--- src/rtl/uart_rx_pkg.sv ---
// Shared definitions for the UART receive path: FSM state codes, parity types, vote helper.
// Latency: n/a (package). Backpressure: n/a.
// Consumers import uart_rx_pkg::* for a single source of encodings.
package uart_rx_pkg;

    localparam logic [2:0] IDLE   = 3'd0;
    localparam logic [2:0] START  = 3'd1;
    localparam logic [2:0] DATA   = 3'd2;
    localparam logic [2:0] PARITY = 3'd3;
    localparam logic [2:0] STOP   = 3'd4;
    localparam logic [2:0] DONE   = 3'd5;

    localparam logic PAR_EVEN = 1'b0;
    localparam logic PAR_ODD  = 1'b1;

    typedef struct packed {
        logic par_en;
        logic par_typ;
        logic stop2;
    } rx_cfg_t;

    function automatic logic maj3(input logic a, input logic b, input logic c);
        return (a & b) | (a & c) | (b & c);
    endfunction

endpackage

--- src/rtl/uart_rx_sampler.sv ---
// RX line synchroniser, per-bit oversampling counter and 2-of-3 majority sampler.
// Latency: SYNC_STAGES cycles to line; sample_bit/sample_strobe valid at edge_cnt = P/2+1.
// Backpressure: none; the counter free-runs while run is high and holds at 0 otherwise.
module uart_rx_sampler
    import uart_rx_pkg::*;
#(
    parameter int PRESC_W     = 6,
    parameter int SYNC_STAGES = 2
) (
    input  logic               clk,
    input  logic               rst,
    input  logic               rx_in,
    input  logic [PRESC_W-1:0] presc,
    input  logic               run,
    output logic               line,
    output logic               bit_end,
    output logic               sample_bit,
    output logic               sample_strobe
);

    localparam logic [PRESC_W-1:0] ONE = PRESC_W'(1);

    logic [SYNC_STAGES-1:0] sync_q;
    logic [PRESC_W-1:0]     edge_cnt;
    logic [PRESC_W-1:0]     half;
    logic                   s0_q;
    logic                   s1_q;

    // presc arrives already forced even and >= 4
    assign half = {1'b0, presc[PRESC_W-1:1]};

    always_ff @(posedge clk or negedge rst) begin
        if (!rst) begin
            sync_q <= '1;
        end else begin
            sync_q <= {sync_q[SYNC_STAGES-2:0], rx_in};
        end
    end

    assign line    = sync_q[SYNC_STAGES-1];
    assign bit_end = (edge_cnt == presc - ONE);

    always_ff @(posedge clk or negedge rst) begin
        if (!rst) begin
            edge_cnt <= '0;
            s0_q     <= 1'b1;
            s1_q     <= 1'b1;
        end else begin
            if (!run || bit_end) begin
                edge_cnt <= '0;
            end else begin
                edge_cnt <= edge_cnt + ONE;
            end
            if (run && edge_cnt == half - ONE) s0_q <= line;
            if (run && edge_cnt == half)       s1_q <= line;
        end
    end

    assign sample_strobe = run && (edge_cnt == half + ONE);
    assign sample_bit    = maj3(s0_q, s1_q, line);

endmodule

--- src/rtl/uart_rx_frame_ctrl.sv ---
// UART receive controller: frame FSM, LSB-first deserialiser, parity and stop checks.
// Latency: data_valid/par_err/stp_err pulse 2 cycles after the final stop-bit decision point.
// Backpressure: none; results are single-cycle pulses the consumer must take when presented.
module uart_rx_frame_ctrl
    import uart_rx_pkg::*;
#(
    parameter int DATA_WIDTH  = 8,
    parameter int PRESC_W     = 6,
    parameter int SYNC_STAGES = 2
) (
    input  logic                  clk,
    input  logic                  rst,
    input  logic                  rx_in,
    input  logic [PRESC_W-1:0]    prescale,
    input  logic                  par_en,
    input  logic                  par_typ,
    input  logic                  stop2,
    output logic [DATA_WIDTH-1:0] rx_data,
    output logic                  data_valid,
    output logic                  par_err,
    output logic                  stp_err,
    output logic                  busy
);

    localparam int             BCW      = $clog2(DATA_WIDTH + 1);
    localparam logic [BCW-1:0] LAST_BIT = BCW'(DATA_WIDTH - 1);

    logic [2:0]            state_q, state_d;
    logic [PRESC_W-1:0]    presc_q, presc_eff;
    rx_cfg_t               cfg_q;
    logic [BCW-1:0]        bit_cnt_q;
    logic [DATA_WIDTH-1:0] shift_q;
    logic                  par_bad_q, stp_bad_q, armed_q;
    logic                  line, bit_end, sample_bit, sample_strobe;
    logic                  run, start_det, par_exp;
    logic                  dv_d, pe_d, se_d;

    // Odd ratios drop their LSB; anything under 4 runs at 4 so the counter can never stall
    assign presc_eff = (prescale[PRESC_W-1:2] == '0) ? PRESC_W'(4)
                                                     : {prescale[PRESC_W-1:1], 1'b0};

    assign run       = (state_q == START) || (state_q == DATA) ||
                       (state_q == PARITY) || (state_q == STOP);
    // armed_q demands a 1 on the line since the last start, so a held break cannot retrigger
    assign start_det = (state_q == IDLE) && armed_q && !line;
    assign par_exp   = (cfg_q.par_typ == PAR_EVEN) ? ^shift_q : ~^shift_q;

    uart_rx_sampler #(
        .PRESC_W     (PRESC_W),
        .SYNC_STAGES (SYNC_STAGES)
    ) u_sampler (
        .clk           (clk),
        .rst           (rst),
        .rx_in         (rx_in),
        .presc         (presc_q),
        .run           (run),
        .line          (line),
        .bit_end       (bit_end),
        .sample_bit    (sample_bit),
        .sample_strobe (sample_strobe)
    );

    always_ff @(posedge clk or negedge rst) begin
        if (!rst) state_q <= IDLE;
        else      state_q <= state_d;
    end

    always_comb begin
        state_d = state_q;
        case (state_q)
            IDLE:   if (start_det) state_d = START;
            START:  if (sample_strobe && sample_bit) state_d = IDLE;
                    else if (bit_end)                state_d = DATA;
            DATA:   if (bit_end && bit_cnt_q == LAST_BIT)
                        state_d = cfg_q.par_en ? PARITY : STOP;
            PARITY: if (bit_end) state_d = STOP;
            // the frame ends at the mid-point of the last stop bit
            STOP:   if (sample_strobe && (!cfg_q.stop2 || bit_cnt_q != '0)) state_d = DONE;
            DONE:   state_d = IDLE;
            default: state_d = IDLE;
        endcase
    end

    always_comb begin
        busy = (state_q != IDLE);
        dv_d = 1'b0;
        pe_d = 1'b0;
        se_d = 1'b0;
        if (state_q == DONE) begin
            dv_d = !par_bad_q && !stp_bad_q;
            pe_d = par_bad_q;
            se_d = stp_bad_q;
        end
    end

    always_ff @(posedge clk or negedge rst) begin
        if (!rst) begin
            presc_q   <= PRESC_W'(4);
            cfg_q     <= '0;
            bit_cnt_q <= '0;
            shift_q   <= '0;
            par_bad_q <= 1'b0;
            stp_bad_q <= 1'b0;
            armed_q   <= 1'b0;
        end else begin
            if (start_det) begin
                presc_q   <= presc_eff;
                cfg_q     <= '{par_en: par_en, par_typ: par_typ, stop2: stop2};
                par_bad_q <= 1'b0;
                stp_bad_q <= 1'b0;
            end
            if (start_det) begin
                armed_q <= 1'b0;
            end else if (line && (state_q == IDLE || state_q == STOP || state_q == DONE)) begin
                armed_q <= 1'b1;
            end
            if (!run || state_d != state_q) begin
                bit_cnt_q <= '0;
            end else if (bit_end) begin
                bit_cnt_q <= bit_cnt_q + BCW'(1);
            end
            if (state_q == DATA && sample_strobe) begin
                shift_q <= {sample_bit, shift_q[DATA_WIDTH-1:1]};
            end
            if (state_q == PARITY && sample_strobe) begin
                par_bad_q <= (sample_bit != par_exp);
            end
            if (state_q == STOP && sample_strobe && !sample_bit) begin
                stp_bad_q <= 1'b1;
            end
        end
    end

    always_ff @(posedge clk or negedge rst) begin
        if (!rst) begin
            rx_data    <= '0;
            data_valid <= 1'b0;
            par_err    <= 1'b0;
            stp_err    <= 1'b0;
        end else begin
            data_valid <= dv_d;
            par_err    <= pe_d;
            stp_err    <= se_d;
            if (dv_d) rx_data <= shift_q;
        end
    end

endmodule
--- config.mk ---
export PLATFORM = sky130hd
export DESIGN_NAME = uart_rx_frame_ctrl
export DESIGN_NICKNAME = d
export VERILOG_FILES = /design/src/rtl/uart_rx_pkg.sv /design/src/rtl/uart_rx_sampler.sv /design/src/rtl/uart_rx_frame_ctrl.sv
export SDC_FILE = /design/constraint.sdc
export NUM_CORES = 1
export LEC_CHECK = 0
export ABC_CLOCK_PERIOD_IN_PS = 6230
export BUFFER_PORTS_ARGS = -buffer_cell sky130_fd_sc_hd__buf_4
export CAP_MARGIN = 10
export CELL_PAD_IN_SITES_DETAIL_PLACEMENT = 1
export CELL_PAD_IN_SITES_GLOBAL_PLACEMENT = 2
export CORE_ASPECT_RATIO = 1.4
export CORE_UTILIZATION = 42
export CTS_BUF_LIST = sky130_fd_sc_hd__clkbuf_4 sky130_fd_sc_hd__clkbuf_8
export DETAILED_ROUTE_END_ITERATION = 10
export PLACE_DENSITY = 0.94
export SYNTH_ARGS = -nofsm -noshare
export SYNTH_HDL_FRONTEND = slang
export SYNTH_SLANG_ARGS = --single-unit
--- constraint.sdc ---
create_clock -name clk -period 6.23 [get_ports clk]
set_input_delay 0.3115 -clock clk [delete_from_list [all_inputs] [get_ports clk]]
set_output_delay 0.3115 -clock clk [all_outputs]
set_load 0.01 [all_outputs]
Word-level counts from Yosys, hierarchy flattened --
Index checks and enable logic that the tools add are counted.
Storage, ports and cells: register bits after elaboration 48, output and inout port bits 12, word-level logic and storage cells 99
Operators by class: add/sub/neg operators 5, equality and inequality tests 12, multiplexer cells 21, bitwise gates (word level) 5, reduce and logical (&&, ||, !) cells 38
Operators by type and width (number):
- two-way mux 3 bit | 7
- == test 6 bit | 3
- one-hot mux 3 bit (5 select lines) | 1
- logical AND 1 bit | 14
- two-way mux 6 bit | 2
- two-way mux 1 bit | 9
- logical OR 1 bit | 8
- two-way mux 4 bit | 2
- nonzero test 2 bit | 4
- XNOR reduction 8 bit | 1
- XOR reduction 8 bit | 1
- adder 5 x 1 -> 6 bit, second input constant | 1
- adder 6 x 1 -> 6 bit, second input constant | 1
- == test 3 x 2 -> 1 bit, second input constant | 2
- == test 3 bit, second input constant | 2
- == test 6 x 5 -> 1 bit | 1
- logical NOT 1 bit | 6
- subtractor 5 x 1 -> 6 bit, second input constant | 1
- subtractor 6 x 1 -> 6 bit, second input constant | 1
- adder 4 x 1 -> 4 bit, second input constant | 1
- == test 4 x 3 -> 1 bit, second input constant | 1
- logical NOT 4 bit | 1
- nonzero test 4 bit | 1
- AND 1 bit | 3
- 6 further kinds | 7

Logic depth before layout (Yosys ltp) --
Gate-level depths: netlist (run 1).
depth after elaboration 11, depth in mapped cells 10, depth with buffers taken out 9

Cells and area by module --
Synthesis (run 1) repeated with hierarchy kept, for this count alone.
Unflattened totals: cell total of the unflattened synthesis 243, area, all modules 2785.2 um2
By module, submodules not included:
- uart_rx_frame_ctrl | instances 1, cells each 143, area each 1809.2 um2, seq. area each 927.1 um2
- uart_rx_sampler | instances 1, cells each 100, area each 975.9 um2, seq. area each 255.2 um2

Worst setup path before layout (run 1) --
Ideal clock, no wire load.
kind register to register, start register presc_q[2], end register bit_cnt_q[0], arrival 2397 ps, data required time 6152 ps, setup slack 3754 ps, cell stages (with the launch flop) 10, clock period less this slack 2476 ps, cell sequence dfstp_2 > inv_1 > ha_1 > xor2_1 > nand3_1 > nor4_4 > mux2i_1 > a311o_1 > or3_4 > a21oi_1
On the way: longest elaborated chain between the ends 9, elaborated cells on any way between the ends 18, those cells by class add/sub: 2; eq/ne: 3; mux: 7; reduce/logical: 6
Ends and longest elaborated chain:
- from (decl) | line uart_rx_frame_ctrl.sv:29 | logic [PRESC_W-1:0] presc_q, presc_eff;
- from (signal assigned) | line uart_rx_frame_ctrl.sv:107 | presc_q <= presc_eff;
- adder 5 x 1 -> 6 bit | line uart_rx_sampler.sv:59 | assign sample_strobe = run && (edge_cnt == half + ONE);
- == test 6 bit | line uart_rx_sampler.sv:59
- logical AND 1 bit | line uart_rx_sampler.sv:59
- logical AND 1 bit (on tied branches) | line uart_rx_frame_ctrl.sv:78, uart_rx_frame_ctrl.sv:72
- two-way mux 3 bit (on tied branches) | line uart_rx_frame_ctrl.sv:78, uart_rx_frame_ctrl.sv:72
- one-hot mux 3 bit (5 select lines) | line uart_rx_frame_ctrl.sv:70 | case (state_q)
- != test 3 bit | line uart_rx_frame_ctrl.sv:117 | if (!run || state_d != state_q) begin
- logical OR 1 bit | line uart_rx_frame_ctrl.sv:117
- two-way mux 4 bit / nonzero test 2 bit (equally long branches)
- to (signal assigned) | line uart_rx_frame_ctrl.sv:120 | bit_cnt_q <= bit_cnt_q + BCW'(1);
- to (decl) | line uart_rx_frame_ctrl.sv:31 | logic [BCW-1:0] bit_cnt_q;
Several ways; a longest one is shown, not always the timed one. A chain may end at the register's enable or synchronous reset.

Worst setup path after layout (run 1) --
start register presc_q[2], end register bit_cnt_q[3]
The elaborated chain is that of the path after synthesis.

==> flow_metrics.py, run 1 <==
metrics = {
    "timing": {
        "skew_ns": 0.007287,
        "final_max_slew_viol_count": 0,
        "tightest_slew_ns": 0.6906,
        "fin_ws_ns": 3.126,
        "rsz0062_at_grt": "no",
        "tns_ns": 0,
        "slew_headroom_pct": 53.61,
        "clock.fmax_ghz": 0.3222,
        "min_period_ns": 3.104,
        "hold_violations": 0,
        "finalCritPeriodShare_pct": 49.82,
        "setup_viol": 0,
    },
    "die": {
        "dieArea_sq_um": 6287,
        "rows": 32,
        "boundaryPins": 24,
        "die_y_um": 93.42,
        "die_w_um": 67.30,
        "core_area_sq_um": 5645,
        "start_util_pct": 44.41,
    },
    "cts": {
        "numCtsBuffers": 5,
        "cts_sinks": 47,
        "cts_root_buf": "clkbuf_8",
        "cts_max_level": 2,
        "clk_pin_slew_ns": 0.09,
        "cts-resized-gates": 0,
        "postCtsSetupBuffers": 0,
        "insertion_delay_ns": 0.30,
        "clockBufferDepth": 2,
        "holdBufCountCts": 0,
        "cts_tree": "done",
    },
    "global_routing": {
        "grt_pass1_wl_um": 9459,
        "grt_usage_pct": 20.17,
        "grt_pass1_vias": 1979,
        "antenna_found_initial": 0,
        "grt_max_degree": 48,
        "overflow": 0,
    },
    "finish": {
        "fin_nets": 295,
        "regArea_sq_um": 1182,
        "layout_common_cells": "nand2_1 (52), dfrtp_1 (42), buf_4 (22), xnor2_1 (21), nor2_1 (19)",
        "n_antenna_cell": 0,
        "utilization_pct": 50.04,
        "syn2layout_area_growth_pct": 12.67,
        "multi_input_area_sq_um": 1237,
        "fill_cells": 653,
        "drive_gt1_share_pct": 17.92,
        "mostFrequentLayoutCell": "nand2_1",
        "stdcell_area_sq_um": 2825,
    },
    "placement": {
        "gp_routability_congestion": 0.7973,
        "place.port_buffers": 22,
        "dpl_cell_area_sq_um": 2708,
        "dp_slack_ns": 3.103,
        "dp_hpwl_um": 4108,
    },
    "synth": {
        "syn_nets": 278,
        "synth_top_area_share_pct": 41.92,
        "synth.distinct_cells": 42,
        "yosysTopAreaCell": "dfrtp_1",
        "synth_edf_count": 0,
        "ys_ff_latch": 47,
        "async_flop_share_pct": 100.0,
        "netlist_area_sq_um": 2507,
        "ys.flop_type": "dfrtp_1",
        "synth_cells": 261,
        "yosysWarnings": 0,
        "synthTopCellsByArea": "dfrtp_1 (42%), nand2_1 (7.8%), xnor2_1 (7.3%), dfstp_2 (5.2%), mux2_2 (4.5%)",
        "yosysSeqAreaShare_pct": 47.16,
        "postSynthAreaPerCell_sq_um": 9.607,
    },
    "critical_path": {
        "path_buf_inv": 1,
        "crit_type": "flop to flop",
        "r2r_start": "presc_q[2]$_DFFE_PN1P_",
        "path_max_fanout": 11,
        "critPathTopFamily": "compound AO/OA/AOI/OAI gates",
        "rr_worst_depth": 9,
        "cpPeakStageDelay_ns": 0.68,
        "timing.critical_path.arrival_ns": 3.28,
        "r2r-end": "bit_cnt_q[3]$_DFFE_PN0P_",
        "end_kind": "flop",
        "slowest_stage": "nor4_4",
        "start_kind": "flop",
        "cp_cell_sequence": "inv_1 -> ha_1 -> xor2_1 -> nand3_1 -> nor4_4 -> mux2i_1 -> a311o_1 -> o2111ai_1 -> a21oi_1",
        "critical_path_required_ns": 6.41,
        "reg2reg_slack_ns": 3.13,
    },
    "outcome": {
        "status": "completed",
    },
    "pwr": {
        "p_switching_mw": 0.4426,
        "ir_drop_mv": 0.1356,
        "p_int_mw": 0.6913,
        "p_sw_share_pct": 39.03,
        "powerDensity_nw_per_um2": 401.4,
        "clkPwrFrac_pct": 20.7,
        "seqPwrFrac_pct": 41.5,
        "leakagePower_nw": 1.309,
        "comb_power_share_pct": 37.8,
    },
    "route": {
        "viasPerCell": 5.424,
        "dr.pass1.iters": 4,
        "drc": 0,
        "drt-initial-drc-count": 61,
        "routed_wl_um": 5634,
        "vias": 1882,
        "wl_per_cell_um": 16.24,
        "ant_nets": 0,
    },
    "worst_hold_path": {
        "hold_path_class": "input port to async pin",
    },
    "job": {
        "maxCapViolations": 0,
    },
}
==> synth_stat cells, types with 2 or more instances <==
cell / number
nand2_1: 52
dfrtp_1: 42
xnor2_1: 21
nor2_1: 19
a21oi_1: 12
xor2_1: 12
mux2_2: 10
clkbuf_1: 8
inv_1: 8
nand3_1: 7
o21ai_0: 6
dfstp_2: 5
ha_1: 5
buf_2: 4
nand2b_1: 4
nand4_1: 4
nor3_1: 4
and3_1: 3
mux2i_1: 3
nor2b_1: 3
nor4_1: 3
a311o_1: 2
clkinv_1: 2
nand3b_1: 2
o21bai_1: 2
or3_1: 2
==> metal layers <==
metal | routed length [um] | global-route usage, % | vias to the layer above | part of all wire, %
met5 | 0 | 0 | - | 0
li1 | - | - | 907 | -
met3 | 117 | 3.171 | 13 | 2.1
met4 | 118 | 7.447 | 0 | 2.1
met2 | 3091 | 37.00 | 27 | 55
met1 | 2306 | 22.53 | 935 | 41
==> cells by family after synthesis <==
group	after synthesis	synth area share [%]
DFF	47	47.16
xor gates and xnor gates	33	11.53
adders and majority gates	6	2.894
buffers and inverters	22	3.493
AOI/OAI and AO/OA	26	6.288
and+or+nand+nor	114	22.95
muxes	13	5.689
==> per-stage QoR <==
step / hold WS (ns) / std cells / total power [mW]
after floorplan: 0.01591 / 261 / 0.8002
after global placement: 0.3468 / 339 / 0.8823
after detailed placement: 0.3484 / 339 / 0.9054
after CTS: 0.03541 / 347 / 1.145
after global routing: 0.04480 / 347 / 1.212
final: 0.01886 / 347 / 1.134
==> power by group through the flow <==
stage / clock [mW] / combinational [mW] / sequential, mW
final: 0.235 / 0.429 / 0.471
after global routing: 0.252 / 0.476 / 0.483
after CTS: 0.239 / 0.434 / 0.472
after detailed placement: 0 / 0.428 / 0.477
after global placement: 0 / 0.408 / 0.474
after floorplan: 0 / 0.386 / 0.414
==> state kept, by name, indices dropped and copies added (netlist names) <==
signal              count
armed_q                 1
bit_cnt_q               4
cfg_q                   3
data_valid              1
par_bad_q               1
par_err                 1
presc_q                 5
rx_data                 8
shift_q                 8
state_q                 3
stp_bad_q               1
stp_err                 1
u_sampler.edge_cnt      6
u_sampler.s0_q          1
u_sampler.s1_q          1
u_sampler.sync_q        2
==> layout make-up <==
| type | instances | area share (%) |
|---|---|---|
| inverters | 10 | 1.329 |
| multi-input cells | 192 | 43.80 |
| clock buffers | 6 | 2.923 |
| clock inverters | 2 | 1.240 |
| flip-flops and latches | 47 | 41.85 |
| well taps | 68 | 3.012 |
| repair buffers | 22 | 5.846 |
==> worst max-delay path by stage <==
stage,from,endpoint,slack (ns),cells after the start
after floorplan,presc_q[2]$_DFFE_PN1P_,bit_cnt_q[0]$_DFFE_PN0P_,3.75,9
after CTS,presc_q[2]$_DFFE_PN1P_,bit_cnt_q[3]$_DFFE_PN0P_,3.10,9
after detailed placement,presc_q[2]$_DFFE_PN1P_,bit_cnt_q[2]$_DFFE_PN0P_,3.10,9
final,presc_q[2]$_DFFE_PN1P_,bit_cnt_q[3]$_DFFE_PN0P_,3.13,9
after global routing,presc_q[1]$_DFFE_PN0P_,bit_cnt_q[2]$_DFFE_PN0P_,2.90,9
after global placement,presc_q[2]$_DFFE_PN1P_,bit_cnt_q[1]$_DFFE_PN0P_,3.21,9
Note: power is estimated with default switching activity, not from simulation.
==> run 2, diff against run 1 <==
--- a/config.mk
+++ b/config.mk
@@ -5,16 +5,16 @@
 export SDC_FILE = /design/constraint.sdc
 export NUM_CORES = 1
 export LEC_CHECK = 0
-export ABC_CLOCK_PERIOD_IN_PS = 6230
+export ABC_CLOCK_PERIOD_IN_PS = 3100
 export BUFFER_PORTS_ARGS = -buffer_cell sky130_fd_sc_hd__buf_4
 export CAP_MARGIN = 10
 export CELL_PAD_IN_SITES_DETAIL_PLACEMENT = 1
 export CELL_PAD_IN_SITES_GLOBAL_PLACEMENT = 2
 export CORE_ASPECT_RATIO = 1.4
-export CORE_UTILIZATION = 42
+export CORE_UTILIZATION = 39
 export CTS_BUF_LIST = sky130_fd_sc_hd__clkbuf_4 sky130_fd_sc_hd__clkbuf_8
 export DETAILED_ROUTE_END_ITERATION = 10
-export PLACE_DENSITY = 0.94
+export PLACE_DENSITY = 0.89
 export SYNTH_ARGS = -nofsm -noshare
 export SYNTH_HDL_FRONTEND = slang
 export SYNTH_SLANG_ARGS = --single-unit
==> constraint.sdc (replaced) <==
create_clock -name clk -period 3.1 [get_ports clk]
set_input_delay 0.155 -clock clk [delete_from_list [all_inputs] [get_ports clk]]
set_output_delay 0.155 -clock clk [all_outputs]
set_load 0.01 [all_outputs]
==> run 2 against run 1 <==
Compared with the run above:
- core utilization shrank 3.8 points
- sequential cell count did not move
- register-to-register slack worse by 2.7 ns
- power is 100% higher
- critical endpoint is now bit_cnt_q[1]$_DFFE_PN0P_
- clock-buffer cell count is 1 lower
- clock skew grew 0.0027 ns
- die area is 7.5% higher
- clock power rose by 97%
- design area up 1.6%
==> flow_metrics.py, run 2 (synthesis results as in run 1) <==
metrics = {
    "cts": {
        "postCtsSetupBuffers": 0,
        "insertion_delay_ns": 0.30,
        "numCtsBuffers": 5,
        "clockBufferDepth": 2,
        "clk_pin_slew_ns": 0.09,
        "cts_tree": "done",
        "cts-resized-gates": 0,
        "cts_root_buf": "clkbuf_8",
        "cts_max_level": 2,
        "cts_sinks": 47,
    },
    "global_routing": {
        "grt_max_degree": 48,
        "overflow": 0,
        "grt_pass1_vias": 2016,
        "grt_usage_pct": 17.47,
        "grt_pass1_wl_um": 9528,
        "antenna_found_initial": 0,
    },
    "route": {
        "drt-initial-drc-count": 80,
        "wl_per_cell_um": 15.23,
        "vias": 1859,
        "dr.pass1.iters": 4,
        "routed_wl_um": 5422,
        "viasPerCell": 5.222,
        "ant_nets": 0,
        "drc": 0,
    },
    "critical_path": {
        "crit_cells": 9,
        "cp_cell_sequence": "inv_1 -> ha_1 -> xor2_1 -> nand3_1 -> nor4_4 -> mux2i_1 -> a311o_1 -> or3_4 -> a21oi_1",
        "start_kind": "flop",
        "crit_type": "flop to flop",
        "reg2reg_slack_ns": 0.40,
        "rr_worst_depth": 9,
        "r2r-end": "bit_cnt_q[1]$_DFFE_PN0P_",
        "path_buf_inv": 1,
        "cpPeakStageDelay_ns": 0.60,
        "r2r_start": "presc_q[2]$_DFFE_PN1P_",
        "critical_path_required_ns": 3.32,
        "timing.critical_path.arrival_ns": 2.92,
        "end_kind": "flop",
        "critPathTopFamily": "simple AND/OR/NAND/NOR gates",
        "slowest_stage": "dfstp_2",
        "path_max_fanout": 5,
    },
    "finish": {
        "drive_gt1_share_pct": 18.66,
        "fill_cells": 715,
        "syn2layout_area_growth_pct": 14.52,
        "mostFrequentLayoutCell": "nand2_1",
        "utilization_pct": 46.23,
        "layout_common_cells": "nand2_1 (52), dfrtp_1 (42), buf_4 (25), xnor2_1 (21), nor2_1 (19)",
        "fin_nets": 300,
        "reg_top3": "rx_data (8), shift_q (8), u_sampler.edge_cnt (6)",
        "n_antenna_cell": 0,
        "stdcell_area_sq_um": 2872,
        "multi_input_area_sq_um": 1237,
        "regArea_sq_um": 1182,
    },
    "pwr": {
        "leakagePower_nw": 1.329,
        "p_switching_mw": 0.8852,
        "p_int_mw": 1.381,
        "fin_total_pwr_mw": 2.266,
        "ir_drop_mv": 0.3708,
        "clkPwrFrac_pct": 20.5,
        "powerDensity_nw_per_um2": 789.2,
        "p_sw_share_pct": 39.06,
        "comb_power_share_pct": 37.9,
        "seqPwrFrac_pct": 41.7,
    },
    "die": {
        "dieArea_sq_um": 6758,
        "die_y_um": 96.87,
        "rows": 34,
        "start_util_pct": 40.37,
        "boundaryPins": 24,
        "die_w_um": 69.77,
        "core_area_sq_um": 6211,
    },
    "timing": {
        "slew_headroom_pct": 60.78,
        "tightest_slew_ns": 0.5884,
        "tns_ns": 0,
        "rsz0062_at_grt": "no",
        "min_period_ns": 2.700,
        "skew_ns": 0.009974,
        "hold_violations": 0,
        "clock.fmax_ghz": 0.3703,
        "finalCritPeriodShare_pct": 87.10,
        "final_max_slew_viol_count": 0,
        "setup_viol": 0,
    },
    "placement": {
        "dp_hpwl_um": 3988,
        "place.port_buffers": 22,
        "dpl_cell_area_sq_um": 2735,
        "gp_routability_congestion": 0.8285,
    },
    "worst_hold_path": {
        "whs_endpoint": "cfg_q[0]$_DFFE_PN0P_",
        "min_path_cells": 3,
        "hold_path_class": "input port to flop",
        "min_from": "stop2",
    },
    "outcome": {
        "status": "completed",
    },
    "job": {
        "maxCapViolations": 0,
    },
}
run 2: stage by stage:
stage | hold slack (ns) | setup slack, ns | instances
floorplan | -0.1406 | 0.6241 | 261
global route | 0.05426 | 0.1697 | 356
detailed placement | 0.2007 | 0.3902 | 346
finish | 0.04185 | 0.3998 | 356
global placement | 0.1983 | 0.4540 | 346
CTS | 0.03979 | 0.3714 | 356
run 2: worst max path at each step:
stage                                start                       end  slack [ns]
finish              presc_q[2]$_DFFE_PN1P_  bit_cnt_q[1]$_DFFE_PN0P_        0.40
global route        presc_q[1]$_DFFE_PN0P_  bit_cnt_q[0]$_DFFE_PN0P_        0.17
CTS                 presc_q[1]$_DFFE_PN0P_  bit_cnt_q[0]$_DFFE_PN0P_        0.37
detailed placement  presc_q[2]$_DFFE_PN1P_  bit_cnt_q[2]$_DFFE_PN0P_        0.39
global placement    presc_q[2]$_DFFE_PN1P_  bit_cnt_q[1]$_DFFE_PN0P_        0.45
floorplan           presc_q[2]$_DFFE_PN1P_  bit_cnt_q[0]$_DFFE_PN0P_        0.62
run 2: layer usage:
layer / vias to the layer above / track usage (%) / wire length (um) / part of all wire [%]
li1: 912 / - / - / -
met1: 921 / 20.05 / 2178 / 40
met2: 20 / 33.14 / 3088 / 57
met3: 6 / 2.188 / 73 / 1.3
met4: 0 / 4.923 / 81 / 1.5
met5: - / 0 / 0 / 0
run 2: power groups by stage:
stage | registers (mW) | logic (mW) | clock network, mW
2_1_floorplan | 0.832 | 0.776 | 0
3_3_place_gp | 0.953 | 0.831 | 0
3_5_place_dp | 0.959 | 0.861 | 0
4_1_cts | 0.949 | 0.874 | 0.475
5_1_grt | 0.970 | 0.978 | 0.498
6_report | 0.944 | 0.859 | 0.463
run 2: layout make-up:
class,count,share of cell area (%)
inverters,10,1.307
flip-flops and latches,47,41.18
multi-input cells,192,43.09
clock buffers,5,2.397
well taps,72,3.137
repair buffers,27,7.233
clock inverters,3,1.656
run 2: worst min-delay path, delay by kind of cell:
kind                   cells  cell delay, ns
buffers and inverters      1            0.08
AND/OR/NAND/NOR            2            0.08
run 2: repair_timing:
item,in CTS,in global routing
hold buffers,2,0
endpoints found under the setup margin,0,0
hold endpoints to repair,43,0
